### src/rtl/display_scan.sv
// Multiplexed 7-segment scanner: captures a hex value, lights one digit per slot.
// Optional build macro LEADING_ZERO_BLANK_EN darkens leading zero digits.
module display_scan #(
    parameter int NDIG     = 4,
    parameter int PRESCALE = 50000
) (
    input  logic              Clock,
    input  logic              Resetn,
    input  logic              Load,
    input  logic [4*NDIG-1:0] Valor,
    output logic [3:0]        Nibble,
    output logic [NDIG-1:0]   DigitoEn,
    output logic              FrameDone
);

    localparam int CW = $clog2(PRESCALE);
    localparam int IW = (NDIG > 1) ? $clog2(NDIG) : 1;
    localparam logic [CW-1:0] CNT_MAX  = CW'(PRESCALE - 1);
    localparam logic [IW-1:0] IDX_LAST = IW'(NDIG - 1);

    logic [4*NDIG-1:0] r_shadow;
    logic [CW-1:0]     r_cnt;
    logic [IW-1:0]     r_idx;
    logic [3:0]        r_nib;
    logic [NDIG-1:0]   r_en;
    logic              r_fd;

    logic              w_tick;
    logic [IW-1:0]     w_idx_next;
    logic [3:0]        w_nib_next;
    logic [NDIG-1:0]   w_en_next;
    logic              w_blank;

`ifdef LEADING_ZERO_BLANK_EN
    // w_zero_from[i]: every shadow nibble from digit i upward is zero
    logic [NDIG-1:0]   w_zero_from;

    always_comb begin
        w_zero_from = '0;
        for (int i = 0; i < NDIG; i++) begin
            w_zero_from[i] = ~|(r_shadow >> (4 * i));
        end
    end

    assign w_blank = (w_idx_next != '0) && w_zero_from[w_idx_next];
`else
    assign w_blank = 1'b0;
`endif

    assign w_tick = (r_cnt == CNT_MAX);

    always_comb begin
        w_idx_next = (r_idx == IDX_LAST) ? '0 : r_idx + IW'(1);
        w_nib_next = r_shadow[4*w_idx_next +: 4];
        w_en_next  = '1;
        w_en_next[w_idx_next] = 1'b0;
        if (w_blank) begin
            w_nib_next = 4'h0;
            w_en_next  = '1;
        end
    end

    always_ff @(posedge Clock or negedge Resetn) begin
        if (!Resetn) begin
            r_shadow <= '0;
            r_cnt    <= '0;
            r_idx    <= IDX_LAST;
            r_nib    <= 4'h0;
            r_en     <= '1;
            r_fd     <= 1'b0;
        end else begin
            if (Load) begin
                r_shadow <= Valor;
            end
            r_cnt <= w_tick ? '0 : r_cnt + CW'(1);
            r_fd  <= 1'b0;
            // slot boundary reads the shadow before any same-edge Load
            if (w_tick) begin
                r_idx <= w_idx_next;
                r_nib <= w_nib_next;
                r_en  <= w_en_next;
                r_fd  <= (w_idx_next == IDX_LAST);
            end
        end
    end

    assign Nibble    = r_nib;
    assign DigitoEn  = r_en;
    assign FrameDone = r_fd;

endmodule

### config.mk
export PLATFORM = sky130hd
export DESIGN_NAME = display_scan
export DESIGN_NICKNAME = d
export VERILOG_FILES = /design/src/rtl/display_scan.sv
export SDC_FILE = /design/constraint.sdc
export NUM_CORES = 1
export LEC_CHECK = 0
export BUFFER_PORTS_ARGS = -buffer_cell sky130_fd_sc_hd__clkbuf_2
export CAP_MARGIN = 20
export CORE_ASPECT_RATIO = 0.7
export CORE_MARGIN = 2
export CORE_UTILIZATION = 56
export CTS_BUF_LIST = sky130_fd_sc_hd__clkbuf_16
export DETAILED_ROUTE_END_ITERATION = 7
export PLACE_DENSITY_LB_ADDON = 0.3
export RECOVER_POWER = 25
export SETUP_SLACK_MARGIN = 0.5
export SLEW_MARGIN = 20
export SYNTH_ARGS = -nofsm -noshare
export SYNTH_HDL_FRONTEND = slang
export SYNTH_SLANG_ARGS = --single-unit
### constraint.sdc
create_clock -name Clock -period 2.5 [get_ports Clock]
set_clock_uncertainty 0.1 [all_clocks]
set_input_delay 0.125 -clock Clock [delete_from_list [all_inputs] [get_ports Clock]]
set_output_delay 0.125 -clock Clock [all_outputs]
set_load 0.03 [all_outputs]
==> flow_metrics.py <==
metrics = {
    "place": {
        "place_congestion": 0.8378,
        "dp_hpwl_um": 2452,
        "port-buffer-count": 27,
    },
    "finish": {
        "area_growth_pct": 22.34,
        "final_common_cell": "dfrtp_1",
        "final_cell_mix": "dfrtp_1 (37), nand2_1 (20), clkbuf_2 (20), mux2_2 (17), dlygate4sd3_1 (16)",
        "antenna_cells": 0,
        "fin_nets": 228,
        "fillers": 262,
        "drive_gt1_share_pct": 33.82,
    },
    "worst_setup_path": {
        "end_kind": "register",
        "crit_arrival_ps": 1940,
        "crit_type": "register to register",
        "crit_fanout": 6,
        "critPathRequiredTime_ps": 2570,
        "start_kind": "register",
    },
    "yosys": {
        "ys.warnings.count": 0,
        "syn_nets": 182,
        "synth_top_cell_by_area": "dfrtp_1",
        "synth_compound_area_share_pct": 2.003,
        "synth_top_family_by_area": "simple AND/OR/NAND/NOR gates",
        "yosysTopAreaCellShare_pct": 46.31,
        "synth_seq_cells": 43,
        "synthSimpleGateAreaFrac_pct": 16.58,
        "syn_area_sq_um": 1999,
        "synth_xor_area_share_pct": 6.133,
        "synth_fa_ha_area_share_pct": 3.755,
        "synth.distinct_cells": 35,
        "avgSynthCellArea_sq_um": 12.74,
        "synth_mux_area_share_pct": 13.83,
        "synth.area.top_cells": "dfrtp_1 (46%), mux2_2 (9.6%), dfstp_2 (7.9%), ha_1 (3.8%), nand2_1 (3.8%)",
        "ys_seq_area_share_pct": 54.19,
        "synthCells": 157,
    },
    "global_route": {
        "grt_max_degree": 44,
        "grt_pass1_vias": 1357,
        "grt_antenna_before_repair": 0,
        "grt_use_total_pct": 22.68,
        "globalRouteOverflowTotal": 0,
        "grt_pass1_wl_um": 6499,
    },
    "timing": {
        "rsz0062_at_grt": "no",
        "drv_slew": 0,
        "max_freq_ghz": 0.5337,
        "whs_ps": 2.790,
        "worstMarginPinSlew_ps": 934.7,
        "maxSlewHeadroom_pct": 37.69,
        "hold_viol": 0,
        "setup_tns_ps": 0,
        "min_period_ps": 1874,
        "setup_violations": 0,
        "finalCritPeriodShare_pct": 74.95,
    },
    "power": {
        "p_switching_mw": 0.2968,
        "p_clk_share_pct": 42.2,
        "combPwrFrac_pct": 6.5,
        "p_seq_share_pct": 51.3,
        "swShare_pct": 20.65,
        "irDropWorstVdd_mv": 0.4236,
        "power_density_nw_per_um2": 587.4,
        "intPower_mw": 1.140,
        "p_leak_nw": 1.122,
    },
    "floorplan": {
        "die_x_um": 75.42,
        "die_h_um": 54.00,
        "start_util_pct": 57.65,
        "core_area_sq_um": 3468,
        "rows": 18,
        "io_pins": 28,
        "dieArea_sq_um": 4072,
    },
    "detailed_routing": {
        "vias": 1354,
        "ant_nets": 0,
        "avgRoutedWirePerCell_um": 15.63,
        "vias_per_cell": 5.331,
        "drcViolationCount": 0,
        "wirelength_um": 3970,
        "drt_iter0_markers": 63,
        "firstDrtPassIters": 4,
    },
    "clock_tree": {
        "clock_sinks": 43,
        "clk-insertion-delay-late_ps": 280,
        "cts_inserted_buffers": 5,
        "root_buffer": "clkbuf_16",
        "h-tree-depth": 2,
        "cts_tree": "done",
        "clk_path_buf_depth": 2,
        "worst_setup_hold_path_clk_slew_ps": 60,
    },
    "flow_run": {
        "maxCapViolCount": 0,
    },
    "status": {
        "status": "finished clean",
    },
    "worst_hold_path": {
        "min_path_type": "primary input to register",
    },
}
worst paths after layout:
check                              endpoint  slack (ps)  cells after the start        start
min in group asynchronous       r_shadow[4]         430                      2       Resetn
max in group asynchronous       r_shadow[2]        1290                      2       Resetn
worst max register to register    Nibble[3]         630                      5     r_idx[0]
worst min-delay path            r_shadow[1]           3                      2     Valor[1]
worst max-delay path              Nibble[3]         630                      5     r_idx[0]
worst min register to register  DigitoEn[2]         360                      2  DigitoEn[2]
repair_timing:
action / in CTS / in global routing
hold endpoints to repair: 52 / 0
resized for setup: 0 / 2
buffers inserted: 0 / 1
setup endpoints to repair: 0 / 11
hold buffers: 16 / 0
sequential cells by signal (all words and copies together), names as in the netlist:
name	flops
r_cnt	16
r_shadow	16
DigitoEn	4
r_idx	2
Nibble	4
FrameDone	1
final cells by class:
cell class	instances	area, sq um	area share, %
flip-flops and latches	43	1084	44.30
multi-input cells	105	849.6	34.73
repair buffers	45	302.8	12.38
clock buffers	5	125.1	5.115
well taps	50	62.56	2.558
clock inverters	3	11.26	0.4604
inverters	3	11.26	0.4604
synthesized netlist by cell type (all sizes together):
cell	count
xor2	8
o21ai	7
mux4	3
dfstp	6
and2	2
mux2i	1
a21oi	1
ha	6
nor4b	1
nand3	6
mux2	17
clkbuf	1
nand4	5
nor4	3
inv	3
and4bb	2
nand2	20
nor2	12
xnor2	6
dfrtp	37
and4	3
nor3	1
buf	5
and3	1
power by group through the flow:
stage / registers (mW) / clock network, mW / logic (mW)
finish: 0.738 / 0.606 / 0.0932
global route: 0.740 / 0.643 / 0.103
CTS: 0.737 / 0.616 / 0.0938
detailed placement: 0.749 / 0 / 0.0743
global placement: 0.747 / 0 / 0.0696
floorplan: 0.742 / 0 / 0.0432
logic make-up (layout without fill, tap and decap cells):
| logic type | Yosys count | after routing |
|---|---|---|
| compound gates | 8 | 8 |
| xor+xnor | 14 | 14 |
| fa+ha+maj | 6 | 6 |
| buf+inv | 9 | 56 |
| flops | 43 | 43 |
| mux | 21 | 21 |
| simple gates | 56 | 56 |
metal layers:
metal	GRT usage, %	up-vias	wire length [um]
met4	9.649	0	83
met2	37.10	34	1983
met1	28.52	667	1758
met5	0	-	0
met3	6.367	11	144
li1	-	642	-
per-stage QoR:
step	power [mW]	utilization [%]	instances	area, sq um	setup slack [ps]
floorplan	0.7857	-	157	1999	736.5
global placement	0.8162	61.87	229	2146	603.3
detailed placement	0.8229	61.87	229	2146	524.0
CTS	1.447	70.42	253	2442	503.4
global route	1.486	70.53	254	2446	535.3
finish	1.437	70.53	254	2446	626.3
worst max-delay path: stages (launching register included):
cell	delay, ps
dfstp_2	410
ha_1	210
nor2_2	270
mux4_1	600
nand2_1	100
nand2_1	70
(Power assumes the default switching activity.)
